**config.mk**
```make
export PLATFORM = sky130hd
export DESIGN_NAME = axi_lite_i2c_regif_flat
export DESIGN_NICKNAME = d
export VERILOG_FILES = /design/src/rtl/axi_lite_i2c_regif_if.sv /design/src/rtl/axi_lite_i2c_regif.sv /design/src/flat_wrapper.sv
export SDC_FILE = /design/constraint.sdc
export NUM_CORES = 1
export LEC_CHECK = 0
export CAP_MARGIN = 40
export CORE_AREA = 2 2 151 153
export DETAILED_ROUTE_END_ITERATION = 7
export DIE_AREA = 0 0 153 155
export PLACE_DENSITY = 0.59
export RECOVER_POWER = 100
export SYNTH_ARGS = -nofsm -noshare
export SYNTH_HDL_FRONTEND = slang
export SYNTH_SLANG_ARGS = --single-unit
```
**constraint.sdc**
```tcl
create_clock -name clk -period 5 [get_ports clk]
set_input_delay 1.5 -clock clk [delete_from_list [all_inputs] [get_ports clk]]
set_output_delay 1.5 -clock clk [all_outputs]
set_load 0.005 [all_outputs]
```
**src/rtl/axi_lite_i2c_regif_if.sv**
```systemverilog
`default_nettype none
// ============================================================================
// Module   : axi_lite_i2c_regif_if
// Purpose  : AXI4-Lite bus bundle between a bus master and the I2C register
//            front-end; the slave modport is used by the register block.
// Revision : 1.0 - initial release
// ============================================================================
interface axi_lite_i2c_regif_if #(
  parameter int ADDR_W = 5
);
  logic [ADDR_W-1:0] awaddr;
  logic              awvalid;
  logic              awready;
  logic [31:0]       wdata;
  logic [3:0]        wstrb;
  logic              wvalid;
  logic              wready;
  logic [1:0]        bresp;
  logic              bvalid;
  logic              bready;
  logic [ADDR_W-1:0] araddr;
  logic              arvalid;
  logic              arready;
  logic [31:0]       rdata;
  logic [1:0]        rresp;
  logic              rvalid;
  logic              rready;

  modport slave (
    input  awaddr, awvalid, wdata, wstrb, wvalid, bready, araddr, arvalid, rready,
    output awready, wready, bresp, bvalid, arready, rdata, rresp, rvalid
  );

  modport master (
    output awaddr, awvalid, wdata, wstrb, wvalid, bready, araddr, arvalid, rready,
    input  awready, wready, bresp, bvalid, arready, rdata, rresp, rvalid
  );
endinterface
`default_nettype wire

```
**src/rtl/axi_lite_i2c_regif.sv**
```systemverilog
`default_nettype none
// ============================================================================
// Module   : axi_lite_i2c_regif
// Purpose  : AXI4-Lite register front-end for an I2C master/slave core.
//            Software programs the command, starts a transfer, and the block
//            issues a one-cycle trigger, then tracks completion/timeout into
//            sticky status flags and a level interrupt.
// Revision : 1.0 - initial release
// ============================================================================
module axi_lite_i2c_regif #(
  parameter int C_S_AXI_ADDR_WIDTH = 5,
  parameter int TIMEOUT_CYCLES     = 100000
) (
  input  logic                      clk,
  input  logic                      resetn,
  axi_lite_i2c_regif_if.slave       s_axi,
  output logic [7:0]                addr,
  output logic [7:0]                din,
  output logic [6:0]                slv_addr,
  output logic                      op_type,
  output logic                      I2C_trigger,
  input  logic [7:0]                dout,
  input  logic                      busy,
  input  logic                      ack_err,
  input  logic                      done,
  output logic                      irq
);

  localparam logic [1:0] S_IDLE      = 2'd0;
  localparam logic [1:0] S_TRIG      = 2'd1;
  localparam logic [1:0] S_WAIT      = 2'd2;

  localparam logic [2:0] A_CTRL      = 3'd0;
  localparam logic [2:0] A_CMD       = 3'd1;
  localparam logic [2:0] A_TX        = 3'd2;
  localparam logic [2:0] A_RX        = 3'd3;
  localparam logic [2:0] A_STAT      = 3'd4;

  localparam logic [1:0] RESP_OKAY   = 2'b00;
  localparam logic [1:0] RESP_SLVERR = 2'b10;

  // FSM
  logic [1:0]  state_q, state_d;
  logic        trig_d;

  // write channel
  logic                          awready_q, wready_q, aw_held_q, w_held_q, bvalid_q;
  logic [1:0]                    bresp_q;
  logic [C_S_AXI_ADDR_WIDTH-1:0] awaddr_q;
  logic [31:0]                   wdata_q;
  logic [3:0]                    wstrb_q;
  logic                          aw_hs, w_hs, wr_fire;
  logic                          aw_held_d, w_held_d, bvalid_d;

  // read channel
  logic        arready_q, rvalid_q, ar_hs, rvalid_d;
  logic [1:0]  rresp_q;
  logic [31:0] rdata_q, rd_data_d;
  logic        rd_err_d;

  // software-visible registers and flags
  logic        irq_en_q;
  logic [15:0] cmd_q;
  logic [7:0]  tx_q, rx_q;
  logic        done_flag_q, ack_flag_q, tmo_flag_q, rej_flag_q;
  logic        irq_q;

  // downstream shadow registers
  logic [7:0]  addr_q, din_q;
  logic [6:0]  slv_q;
  logic        op_q;

  logic [31:0] cnt_q;

  logic [2:0]  wr_sel;
  logic        wr_mapped, start_req, launch, timeout_hit;
  logic        set_done, set_ack, set_tmo, set_rej;
  logic [3:0]  w1c;
  logic        unused_ok;

  assign aw_hs     = s_axi.awvalid & awready_q;
  assign w_hs      = s_axi.wvalid & wready_q;
  // Readies stay low while a half is held or a response is pending, so both
  // halves being held means the response slot is free.
  assign wr_fire   = aw_held_q & w_held_q;
  assign aw_held_d = wr_fire ? 1'b0 : (aw_held_q | aw_hs);
  assign w_held_d  = wr_fire ? 1'b0 : (w_held_q | w_hs);
  assign bvalid_d  = wr_fire ? 1'b1 : (bvalid_q & ~s_axi.bready);

  assign ar_hs     = s_axi.arvalid & arready_q;
  assign rvalid_d  = ar_hs ? 1'b1 : (rvalid_q & ~s_axi.rready);

  assign wr_sel    = awaddr_q[4:2];
  assign wr_mapped = (wr_sel <= A_STAT);
  assign start_req = wr_fire & (wr_sel == A_CTRL) & wstrb_q[0] & wdata_q[0];
  assign launch    = start_req & (state_q == S_IDLE);
  assign w1c       = (wr_fire && wr_sel == A_STAT && wstrb_q[0]) ? wdata_q[4:1] : 4'b0000;

  assign timeout_hit = (TIMEOUT_CYCLES != 0) && (state_q == S_WAIT) && !done &&
                       (cnt_q == 32'(TIMEOUT_CYCLES - 1));
  assign set_done  = (state_q == S_WAIT) & done;
  assign set_ack   = set_done & ack_err;
  assign set_tmo   = timeout_hit;
  assign set_rej   = start_req & (state_q != S_IDLE);

  assign unused_ok = ^{awaddr_q[1:0], s_axi.araddr[1:0], wdata_q[31:16], wstrb_q[3:2]};

  assign s_axi.awready = awready_q;
  assign s_axi.wready  = wready_q;
  assign s_axi.bvalid  = bvalid_q;
  assign s_axi.bresp   = bresp_q;
  assign s_axi.arready = arready_q;
  assign s_axi.rvalid  = rvalid_q;
  assign s_axi.rresp   = rresp_q;
  assign s_axi.rdata   = rdata_q;

  assign addr        = addr_q;
  assign din         = din_q;
  assign slv_addr    = slv_q;
  assign op_type     = op_q;
  assign I2C_trigger = trig_d;
  assign irq         = irq_q;

  // Write channel: capture AW and W independently, then issue the response
  always_ff @(posedge clk or negedge resetn) begin
    if (!resetn) begin
      awready_q <= 1'b0;
      wready_q  <= 1'b0;
      aw_held_q <= 1'b0;
      w_held_q  <= 1'b0;
      bvalid_q  <= 1'b0;
      bresp_q   <= RESP_OKAY;
      awaddr_q  <= '0;
      wdata_q   <= '0;
      wstrb_q   <= '0;
    end else begin
      awready_q <= ~aw_held_d & ~bvalid_d;
      wready_q  <= ~w_held_d & ~bvalid_d;
      aw_held_q <= aw_held_d;
      w_held_q  <= w_held_d;
      bvalid_q  <= bvalid_d;
      if (aw_hs) awaddr_q <= s_axi.awaddr;
      if (w_hs) begin
        wdata_q <= s_axi.wdata;
        wstrb_q <= s_axi.wstrb;
      end
      if (wr_fire) bresp_q <= wr_mapped ? RESP_OKAY : RESP_SLVERR;
    end
  end

  // Read data mux for the register selected by the read address
  always_comb begin
    rd_data_d = 32'h0;
    rd_err_d  = 1'b0;
    case (s_axi.araddr[4:2])
      A_CTRL:  rd_data_d = {30'h0, irq_en_q, 1'b0};
      A_CMD:   rd_data_d = {16'h0, cmd_q};
      A_TX:    rd_data_d = {24'h0, tx_q};
      A_RX:    rd_data_d = {24'h0, rx_q};
      A_STAT:  rd_data_d = {26'h0, busy, rej_flag_q, tmo_flag_q, ack_flag_q,
                            done_flag_q, (state_q != S_IDLE)};
      default: rd_err_d  = 1'b1;
    endcase
  end

  // Read channel: register data at AR acceptance, hold until rready
  always_ff @(posedge clk or negedge resetn) begin
    if (!resetn) begin
      arready_q <= 1'b0;
      rvalid_q  <= 1'b0;
      rresp_q   <= RESP_OKAY;
      rdata_q   <= 32'h0;
    end else begin
      arready_q <= ~rvalid_d;
      rvalid_q  <= rvalid_d;
      if (ar_hs) begin
        rdata_q <= rd_data_d;
        rresp_q <= rd_err_d ? RESP_SLVERR : RESP_OKAY;
      end
    end
  end

  // Software registers and sticky status flags; a hardware set beats W1C
  always_ff @(posedge clk or negedge resetn) begin
    if (!resetn) begin
      irq_en_q    <= 1'b0;
      cmd_q       <= 16'h0;
      tx_q        <= 8'h0;
      rx_q        <= 8'h0;
      done_flag_q <= 1'b0;
      ack_flag_q  <= 1'b0;
      tmo_flag_q  <= 1'b0;
      rej_flag_q  <= 1'b0;
    end else begin
      if (wr_fire && wr_sel == A_CTRL && wstrb_q[0]) irq_en_q <= wdata_q[1];
      if (wr_fire && wr_sel == A_CMD && wstrb_q[0]) cmd_q[7:0]  <= wdata_q[7:0];
      if (wr_fire && wr_sel == A_CMD && wstrb_q[1]) cmd_q[15:8] <= wdata_q[15:8];
      if (wr_fire && wr_sel == A_TX && wstrb_q[0])  tx_q        <= wdata_q[7:0];
      if (set_done && op_q) rx_q <= dout;
      done_flag_q <= set_done | (done_flag_q & ~w1c[0]);
      ack_flag_q  <= set_ack  | (ack_flag_q  & ~w1c[1]);
      tmo_flag_q  <= set_tmo  | (tmo_flag_q  & ~w1c[2]);
      rej_flag_q  <= set_rej  | (rej_flag_q  & ~w1c[3]);
    end
  end

  // Registered interrupt from the enabled completion flags
  always_ff @(posedge clk or negedge resetn) begin
    if (!resetn) irq_q <= 1'b0;
    else         irq_q <= irq_en_q & (done_flag_q | ack_flag_q | tmo_flag_q);
  end

  // Shadow the command at launch so later CMD/TXDATA writes cannot disturb a transfer
  always_ff @(posedge clk or negedge resetn) begin
    if (!resetn) begin
      addr_q <= 8'h0;
      din_q  <= 8'h0;
      slv_q  <= 7'h0;
      op_q   <= 1'b0;
    end else if (launch) begin
      addr_q <= cmd_q[7:0];
      slv_q  <= cmd_q[14:8];
      op_q   <= cmd_q[15];
      din_q  <= tx_q;
    end
  end

  // Timeout counter: cleared in TRIG, counts each WAIT cycle
  always_ff @(posedge clk or negedge resetn) begin
    if (!resetn)                 cnt_q <= 32'h0;
    else if (state_q == S_TRIG)  cnt_q <= 32'h0;
    else if (state_q == S_WAIT)  cnt_q <= cnt_q + 32'h1;
  end

  // FSM state register
  always_ff @(posedge clk or negedge resetn) begin
    if (!resetn) state_q <= S_IDLE;
    else         state_q <= state_d;
  end

  // FSM next-state logic
  always_comb begin
    state_d = state_q;
    case (state_q)
      S_IDLE:  if (launch) state_d = S_TRIG;
      S_TRIG:  state_d = S_WAIT;
      S_WAIT:  if (done || timeout_hit) state_d = S_IDLE;
      default: state_d = S_IDLE;
    endcase
  end

  // FSM outputs: trigger pulse is the single TRIG cycle
  always_comb begin
    trig_d = 1'b0;
    if (state_q == S_TRIG) trig_d = 1'b1;
  end

endmodule
`default_nettype wire

```
**src/flat_wrapper.sv**
```systemverilog
// flat-port wrapper written by rule: the top's interface ports become plain ports
module axi_lite_i2c_regif_flat 
#(
  parameter int C_S_AXI_ADDR_WIDTH = 5,
  parameter int TIMEOUT_CYCLES     = 100000
)
  (clk, resetn, addr, din, slv_addr, op_type, I2C_trigger, dout, busy, ack_err, done, irq, s_axi_awaddr, s_axi_awvalid, s_axi_wdata, s_axi_wstrb, s_axi_wvalid, s_axi_bready, s_axi_araddr, s_axi_arvalid, s_axi_rready, s_axi_awready, s_axi_wready, s_axi_bresp, s_axi_bvalid, s_axi_arready, s_axi_rdata, s_axi_rresp, s_axi_rvalid);
  axi_lite_i2c_regif_if #(.ADDR_W(5)) s_axi_i ();
  input  logic clk;
  input  logic resetn;
  output logic [7:0] addr;
  output logic [7:0] din;
  output logic [6:0] slv_addr;
  output logic op_type;
  output logic I2C_trigger;
  input  logic [7:0] dout;
  input  logic busy;
  input  logic ack_err;
  input  logic done;
  output logic irq;
  input wire logic [$bits(s_axi_i.awaddr)-1:0] s_axi_awaddr;
  input wire logic [$bits(s_axi_i.awvalid)-1:0] s_axi_awvalid;
  input wire logic [$bits(s_axi_i.wdata)-1:0] s_axi_wdata;
  input wire logic [$bits(s_axi_i.wstrb)-1:0] s_axi_wstrb;
  input wire logic [$bits(s_axi_i.wvalid)-1:0] s_axi_wvalid;
  input wire logic [$bits(s_axi_i.bready)-1:0] s_axi_bready;
  input wire logic [$bits(s_axi_i.araddr)-1:0] s_axi_araddr;
  input wire logic [$bits(s_axi_i.arvalid)-1:0] s_axi_arvalid;
  input wire logic [$bits(s_axi_i.rready)-1:0] s_axi_rready;
  output wire logic [$bits(s_axi_i.awready)-1:0] s_axi_awready;
  output wire logic [$bits(s_axi_i.wready)-1:0] s_axi_wready;
  output wire logic [$bits(s_axi_i.bresp)-1:0] s_axi_bresp;
  output wire logic [$bits(s_axi_i.bvalid)-1:0] s_axi_bvalid;
  output wire logic [$bits(s_axi_i.arready)-1:0] s_axi_arready;
  output wire logic [$bits(s_axi_i.rdata)-1:0] s_axi_rdata;
  output wire logic [$bits(s_axi_i.rresp)-1:0] s_axi_rresp;
  output wire logic [$bits(s_axi_i.rvalid)-1:0] s_axi_rvalid;
  assign s_axi_i.awaddr = s_axi_awaddr;
  assign s_axi_i.awvalid = s_axi_awvalid;
  assign s_axi_i.wdata = s_axi_wdata;
  assign s_axi_i.wstrb = s_axi_wstrb;
  assign s_axi_i.wvalid = s_axi_wvalid;
  assign s_axi_i.bready = s_axi_bready;
  assign s_axi_i.araddr = s_axi_araddr;
  assign s_axi_i.arvalid = s_axi_arvalid;
  assign s_axi_i.rready = s_axi_rready;
  assign s_axi_awready = s_axi_i.awready;
  assign s_axi_wready = s_axi_i.wready;
  assign s_axi_bresp = s_axi_i.bresp;
  assign s_axi_bvalid = s_axi_i.bvalid;
  assign s_axi_arready = s_axi_i.arready;
  assign s_axi_rdata = s_axi_i.rdata;
  assign s_axi_rresp = s_axi_i.rresp;
  assign s_axi_rvalid = s_axi_i.rvalid;
  axi_lite_i2c_regif #(.C_S_AXI_ADDR_WIDTH(C_S_AXI_ADDR_WIDTH), .TIMEOUT_CYCLES(TIMEOUT_CYCLES)) u_core (.clk(clk), .resetn(resetn), .s_axi(s_axi_i), .addr(addr), .din(din), .slv_addr(slv_addr), .op_type(op_type), .I2C_trigger(I2C_trigger), .dout(dout), .busy(busy), .ack_err(ack_err), .done(done), .irq(irq));
endmodule
```
# Word level (Yosys, flattened, before mapping)
# Index checks and enable logic that the tools add are counted.
# Widths: inputs -> output; s select.
word_totals:
  inputBits: 64
  wordCells: 116
  register_bits: 162
  out_inout_bits: 67
classes:
  n_eq_ne: 12
  n_reduce_logical: 21
  bitwise: 38
  addsub: 1
  n_lt_le_gt_ge: 1
  muxes: 14
ops:
  columns: ["cell", "n"]
  rows:
  - ["$pmux 16 s5", 1]
  - ["$mux 32", 2]
  - ["$add 32x1->32 const B", 1]
  - ["$eq 32x17->1 const B", 1]
  - ["$and 1x1->1", 20]
  - ["$logic_and 1x1->1", 12]
  - ["$not 1->1", 10]
  - ["$eq 3x2->1 const B", 3]
  - ["$mux 2", 4]
  - ["$or 1x1->1", 8]
  - ["$eq 3x1->1 const B", 2]
  - ["$eq 3x3->1 const B", 2]
  - ["$logic_not 3->1", 2]
  - ["$pmux 2 s3", 1]
  - ["$mux 1", 5]
  - ["$reduce_or 5->1", 1]
  - ["$mux 4", 1]
  - ["$reduce_bool 2->1", 2]
  - ["$le 3x3->1 const B", 1]
  - ["$eq 2x1->1 const B", 1]
  - ["$eq 2x2->1 const B", 1]
  - ["$logic_not 2->1", 1]
  - ["$ne 2x1->1 const B", 1]
  - ["$ne 2x2->1 const B", 1]
  - ["other kinds (3)", 3]

# Longest topological paths before layout
# Gate-level depths: netlist of the first run.
depth:
  ltp_word: 7
  mapped_depth: 8
  mapped_depth_nobuf: 6

# Worst setup path before layout of the first run
# No wires, ideal clock.
synth_timing:
  path_kind: "input -> register"
  startpoint: "input port s_axi_araddr[3]"
  endpoint: "register u_core.rdata_q[0] (netlist: u_core.s_axi.rdata[0])"
  arrival_time_ps: 2543
  n_path_buf: 2
  setup_time_ps: 121
  setup_slack_ps: 2336
  cell_stages: 5
  t_required_ps: 4879
  cell_sequence: "clkbuf_1 > buf_1 > mux2i_1 > o22ai_1 > a22o_1"
synth_via:
  elab_chain_cells: 2
  elab_cells_between_ends: 6
  cone_classes: "eq/ne (4); mux (1); reduce/logical (1)"
synth_lines:
  columns: ["item", "line_no", "source"]
  rows:
  - ["start: declaration", "flat_wrapper.sv:27", "input wire logic [$bits(s_axi_i.araddr)-1:0] s_axi_araddr;"]
  - ["$eq 3x3->1, or another cell as far along", "axi_lite_i2c_regif.sv:155", "case (s_axi.araddr[4:2])"]
  - ["$pmux 16 s5 (*)", "axi_lite_i2c_regif.sv:155", null]
  - ["end signal: assignment", "axi_lite_i2c_regif.sv:177", "rdata_q <= rd_data_d;"]
  - ["end: declaration", "axi_lite_i2c_regif.sv:58", "logic [31:0] rdata_q, rd_data_d;"]
# Mark *: on every way between the ends. The rest lies on a longest branch, timed or not.
# A chain may end at the register's enable or synchronous reset.

# Worst setup path after layout of the first run
layout_timing:
  startpoint: "register u_core.state_q[1]"
  endpoint: "output port I2C_trigger"
layout_via:
  elab_chain_cells: 2
layout_lines:
  columns: ["item", "line_no", "source"]
  rows:
  - ["start: declaration", "axi_lite_i2c_regif.sv:43", "logic [1:0] state_q, state_d;"]
  - ["start signal: assignment", "axi_lite_i2c_regif.sv:238", "else state_q <= state_d;"]
  - ["$eq 2x1->1", "axi_lite_i2c_regif.sv:255", "if (state_q == S_TRIG) trig_d = 1'b1;"]
  - ["$mux 1", "axi_lite_i2c_regif.sv:255", null]
  - ["end: declaration", "flat_wrapper.sv:15", "output logic I2C_trigger;"]
# Every way passes these cells.

==> flow_metrics.py, run 1 <==
metrics = {
    "critical_path": {
        "start_kind": "register",
        "path_max_fanout": 10,
        "slowest_delay_ns": 0.64,
        "crit_path_end_kind": "primary output",
        "arrival_ns": 1.94,
        "critPathKind": "register to primary output",
        "crit_chain": "inv_1, ha_1, dlygate4sd3_1",
        "crit_path_top_delay_cell": "dlygate4sd3_1",
        "critPathRequiredTime_ns": 3.50,
    },
    "cts": {
        "cts_tree": "built",
        "cts_sinks": 142,
        "cts_max_level": 4,
        "insertion_delay_ns": 0.42,
        "cts_buffers": 17,
        "cts-root-buf": "clkbuf_16",
        "ctsHoldBuffers": 0,
        "post_cts_buffers": 0,
        "cts_buffer_depth": 2,
        "cts_resized": 0,
        "clk_pin_slew_ns": 0.06,
    },
    "sta": {
        "slew_headroom": -0.664,
        "timing.hold.ws_ns": 0.482,
        "slew_violations": 18,
        "clock.fmax_ghz": 0.290,
        "setup_viol": 0,
        "period_needed_ns": 3.44,
        "grt_setup_unrepaired": "false",
        "hold_violations": 0,
        "tns_ns": 0,
        "period_share": 0.689,
        "worst_slew_pin_slew_ns": 2.47,
        "fin_skew_ns": 0.0142,
    },
    "logic_synthesis": {
        "synth.avg_cell_area_sq_um": 12.3,
        "synth_edf_count": 0,
        "synthArstFlopShare": 1.00,
        "ys_types": 58,
        "synth_area_sq_um": 6540,
        "synth-warning-count": 0,
        "ys.flop_type": "dfrtp_1",
        "synth-seq-area-share": 0.543,
        "synth_cells": 531,
        "netlist.top_cell.by_area": "dfrtp_1",
        "post-synth-top-area-fraction": 0.543,
        "synth_seq_cells": 142,
        "synthTopCellsByArea": "dfrtp_1 (54%), mux2_2 (14%), mux2i_1 (2.6%)",
    },
    "global_route": {
        "antenna_found_initial": 0,
        "grt_pass1_wl_microns": 24600,
        "first_global_vias": 4610,
        "grt_overflow": 0,
        "grt_usage": 0.131,
        "grt_max_degree": 63,
    },
    "die": {
        "start_util": 0.294,
        "std_cell_rows": 55,
        "core-area_sq_um": 22200,
        "die_w_microns": 153,
        "ios": 131,
        "die_y_microns": 155,
        "die-area_sq_um": 23700,
    },
    "place": {
        "gp_congestion": 0.765,
        "portBuffers": 90,
        "place_hpwl_microns": 10600,
    },
    "routing": {
        "routed_via_density": 4.93,
        "wire_per_inst_microns": 16.4,
        "drtIter0Drc": 199,
        "vias": 4519,
        "routed_wl_microns": 15000,
        "drtAntennaViolNets": 0,
        "drc": 0,
        "dr.pass1.iters": 4,
    },
    "run_status": {
        "status": "finished with violations",
        "failed_checks": "capacitance limit, slew limit",
    },
    "final_layout": {
        "diodes": 0,
        "most-common-layout-cells": "dfrtp_1 (142), mux2_2 (80), dlygate4sd3_1 (55), clkdlybuf4s50_1 (34), nand2_1 (33)",
        "area_growth_pct": 23.6,
        "drive_gt1_frac": 0.179,
        "final_nets": 687,
        "final_common_cell": "dfrtp_1",
    },
    "power_and_ir_drop": {
        "powerDensity_nw_per_um2": 425,
        "p_leak_nw": 3.68,
        "max-vdd-ir-drop_uv": 185,
    },
    "worst_hold_path": {
        "hp-class": "register to register",
    },
    "flow_run": {
        "cap_violations": 2,
    },
}
area by class of cell:
cell class / count / area, sq um
fillers: 2139 / 14100
inverters: 13 / 48.8
multi-input cells: 351 / 2660
flip-flops and latches: 142 / 3550
clock buffers: 25 / 485
clock inverters: 6 / 36.3
repair buffers: 94 / 941
well taps: 285 / 357
worst max-delay path: cells and delay by family (launching register included):
family	cells	cell delay, ns
buffers and inverters	2	0.76
flip-flops	1	0.38
adder cells (fa/ha/maj)	1	0.40
state kept, by name, indices dropped and copies added, names as in the netlist, 2 cells and up:
signal and cells:
u_core.addr 8, u_core.s_axi.rdata 16, u_core.wstrb_q 2, u_core.cnt_q 32
u_core.awaddr_q 3, u_core.rx_q 8, u_core.wdata_q 16, u_core.tx_q 8
u_core.din 8, u_core.slv_addr 7, u_core.state_q 2, u_core.cmd_q 16
Yosys cell counts, drive strengths merged (2+ instances only):
| master | count |
|---|---|
| dfrtp | 142 |
| clkbuf | 12 |
| mux2 | 81 |
| o21a | 2 |
| ha | 4 |
| a22oi | 5 |
| o31ai | 10 |
| inv | 13 |
| nor2 | 12 |
| nand4 | 10 |
| o41ai | 2 |
| nand2b | 14 |
| nand2 | 33 |
| o22ai | 7 |
| nand3 | 14 |
| or3 | 3 |
| and4 | 11 |
| a22o | 14 |
| nor2b | 5 |
| nand3b | 3 |
| a211oi | 2 |
| and2 | 2 |
| o21ai | 8 |
| and3 | 3 |
| xor2 | 5 |
| mux2i | 17 |
| xnor2 | 2 |
| nor3 | 4 |
| a32o | 2 |
| nor4 | 18 |
| buf | 30 |
| nor3b | 4 |
| or4 | 7 |
| a21oi | 17 |
path summary, 6_finish.rpt:
kind                                                start                        endpoint  slack, ns  depth (start not counted)
max in group asynchronous                          resetn     u_core.ack_flag_q$_DFF_PN0_       2.33                          2
min                        u_core.s_axi.awready$_DFF_PN0_  u_core.s_axi.awready$_DFF_PN0_       0.48                          1
min in group asynchronous                          resetn  u_core.awaddr_q[2]$_DFFE_PN0P_       1.04                          1
max reg2reg                u_core.awaddr_q[3]$_DFFE_PN0P_  u_core.slv_addr[0]$_DFFE_PN0P_       1.89                          4
min reg2reg                u_core.s_axi.awready$_DFF_PN0_  u_core.s_axi.awready$_DFF_PN0_       0.48                          1
max                         u_core.state_q[1]$_DFFE_PN0P_                     I2C_trigger       1.56                          3
metal layers:
layer	share of wire	GRT usage
met3	0.046	0.0379
met4	0.017	0.0542
met1	0.44	0.165
met5	0	0
met2	0.49	0.211
through the flow:
stage | setup slack [ns] | utilization | instance area, sq um | instances | power, mW
5_1_grt | 1.43 | 0.364 | 8090 | 916 | 3.64
4_1_cts | 1.58 | 0.368 | 8190 | 916 | 3.55
6_report | 1.56 | 0.364 | 8090 | 916 | 3.44
3_3_place_gp | 1.69 | 0.343 | 7620 | 883 | 2.36
2_1_floorplan | 2.34 | - | 6610 | 548 | 2.05
3_5_place_dp | 1.67 | 0.345 | 7670 | 885 | 2.42
power breakdown:
| group | internal, mW | total [mW] | switching, mW |
|---|---|---|---|
| combinational | 0.395 | 0.688 | 0.293 |
| clock | 0.668 | 1.13 | 0.459 |
| sequential | 1.40 | 1.63 | 0.222 |
| total | 2.47 | 3.44 | 0.974 |
cells by family (layout without fill, tap and decap cells):
group,Yosys count,in the layout,synth area share
multiplexers,98,98,0.165
adder cells (fa/ha/maj),4,4,0.00765
flip-flops,142,142,0.543
XOR/XNOR,7,7,0.00937
AO/OA/AOI/OAI,78,78,0.0847
other,1,18,0.000573
buffers and inverters,55,138,0.0468
AND/OR/NAND/NOR,146,146,0.142
Note: power is estimated with default switching activity, not from simulation.
==> run 2: changes to the inputs <==
--- a/config.mk
+++ b/config.mk
@@ -9,7 +9,7 @@
 export CORE_AREA = 2 2 151 153
 export DETAILED_ROUTE_END_ITERATION = 7
 export DIE_AREA = 0 0 153 155
-export PLACE_DENSITY = 0.59
+export PLACE_DENSITY = 0.61
 export RECOVER_POWER = 100
 export SYNTH_ARGS = -nofsm -noshare
 export SYNTH_HDL_FRONTEND = slang
==> constraint.sdc (replaced) <==
create_clock -name clk -period 2.86 [get_ports clk]
set_input_delay 0.858 -clock clk [delete_from_list [all_inputs] [get_ports clk]]
set_output_delay 0.858 -clock clk [all_outputs]
set_load 0.005 [all_outputs]
==> run 2 against run 1 <==
Compared with the run above: first-iteration DRC count grew 5.0%; die area unchanged; count of clock-buffer cells in the layout decreased by 7; sequential power is 73% higher; critical endpoint unchanged; the run now ends clean; power grew 83%.
==> flow_metrics.py, run 2 (synthesis gave the netlist of run 1 again) <==
metrics = {
    "sta": {
        "timing.hold.ws_ns": 0.470,
        "worst_slew_pin_slew_ns": 1.34,
        "hold_violations": 0,
        "setup_viol": 0,
        "period_needed_ns": 2.64,
        "slew_headroom": 0.100,
        "period_share": 0.924,
        "clock.fmax_ghz": 0.378,
        "fin_skew_ns": 0.0121,
        "grt_setup_unrepaired": "false",
        "slew_violations": 0,
        "tns_ns": 0,
    },
    "routing": {
        "routed_wl_microns": 14700,
        "vias": 4494,
        "drtAntennaViolNets": 0,
        "dr.pass1.iters": 4,
        "routed_via_density": 4.85,
        "drc": 0,
        "drtIter0Drc": 209,
        "wire_per_inst_microns": 15.9,
    },
    "global_route": {
        "grt_usage": 0.129,
        "grt_pass1_wl_microns": 24300,
        "first_global_vias": 4413,
        "antenna_found_initial": 0,
        "grt_max_degree": 48,
        "grt_overflow": 0,
    },
    "final_layout": {
        "area_growth_pct": 25.9,
        "diodes": 0,
        "final_nets": 696,
        "drive_gt1_frac": 0.204,
        "largest_reg_flops": 32,
        "final_util": 0.371,
        "final_common_cell": "dfrtp_1",
        "most-common-layout-cells": "dfrtp_1 (142), mux2_2 (81), dlygate4sd3_1 (55), clkdlybuf4s50_1 (34), nand2_1 (33)",
        "finalNonFillerCells": 926,
        "top_register": "u_core.cnt_q",
    },
    "critical_path": {
        "critPathRequiredTime_ns": 2.00,
        "start_kind": "register",
        "arrival_ns": 1.79,
        "path_max_fanout": 4,
        "critPathKind": "register to primary output",
        "crit_path_end_kind": "primary output",
    },
    "flow_run": {
        "cap_violations": 0,
    },
    "cts": {
        "cts_sinks": 142,
        "ctsHoldBuffers": 0,
        "clk_pin_slew_ns": 0.06,
        "cts_tree": "built",
        "cts_buffers": 17,
        "cts_resized": 0,
        "insertion_delay_ns": 0.42,
        "post_cts_buffers": 0,
        "cts_max_level": 4,
        "cts-root-buf": "clkbuf_16",
        "cts_buffer_depth": 2,
    },
    "die": {
        "core-area_sq_um": 22200,
        "std_cell_rows": 55,
        "die_w_microns": 153,
        "die_y_microns": 155,
        "ios": 131,
        "start_util": 0.294,
        "die-area_sq_um": 23700,
    },
    "place": {
        "place_inst": 894,
        "place_hpwl_microns": 10200,
        "portBuffers": 90,
        "gp_congestion": 0.722,
    },
    "run_status": {
        "status": "completed",
    },
    "power_and_ir_drop": {
        "total_power_mw": 6.31,
        "max-vdd-ir-drop_uv": 362,
        "p_leak_nw": 3.76,
        "powerDensity_nw_per_um2": 765,
    },
    "worst_hold_path": {
        "hp-class": "register to register",
    },
}
-- run 2: area by class of cell --
| type | count | area (sq um) |
|---|---|---|
| fill | 2209 | 14000 |
| clock buffer | 18 | 439 |
| timing repair buffer | 103 | 978 |
| clock inverter | 14 | 160 |
| tap | 285 | 357 |
| sequential | 142 | 3550 |
| multi-input combinational | 351 | 2700 |
| inverter | 13 | 48.8 |
-- run 2: critical path, stage by stage (launching register included) --
cell,delay (ns)
dfrtp_1,0.38
inv_1,0.12
ha_1,0.27
dlygate4sd3_1,0.60
-- run 2: per-layer routing --
metal,part of all wire,up-vias,GRT usage
li1,-,2131,-
met1,0.47,2262,0.173
met2,0.49,93,0.207
met3,0.038,8,0.0320
met4,0.0081,0,0.0384
met5,0,-,0
-- run 2: worst paths after layout --
check                      slack (ns)  cells after the start                                 to                               from
setup / recovery                 0.22                      3                        I2C_trigger      u_core.state_q[1]$_DFFE_PN0P_
hold / removal                   0.47                      2  u_core.s_axi.rdata[7]$_DFFE_PN0P_  u_core.s_axi.rdata[7]$_DFFE_PN0P_
setup reg to reg                 0.36                      6       u_core.cnt_q[22]$_DFFE_PN0P_      u_core.state_q[0]$_DFFE_PN0P_
hold reg to reg                  0.47                      2  u_core.s_axi.rdata[7]$_DFFE_PN0P_  u_core.s_axi.rdata[7]$_DFFE_PN0P_
max in group asynchronous        0.61                      2        u_core.cmd_q[3]$_DFFE_PN0P_                             resetn
min in group asynchronous        0.71                      1          u_core.din[5]$_DFFE_PN0P_                             resetn
-- run 2: where the power goes --
| part | total (mW) | leakage (nW) | internal [mW] | switching, mW |
|---|---|---|---|---|
| Combinational | 1.24 | 1.58 | 0.707 | 0.537 |
| Clock | 2.24 | 0.299 | 1.27 | 0.973 |
| Sequential | 2.82 | 1.88 | 2.45 | 0.369 |
| Total | 6.31 | 3.76 | 4.43 | 1.88 |
-- run 2: stage by stage --
step           setup slack, ns  area (sq um)
6_report                 0.216          8240
2_1_floorplan            0.838          6610
3_3_place_gp             0.369          7720
5_1_grt                  0.144          8240
3_5_place_dp             0.352          7720
4_1_cts                  0.259          8320
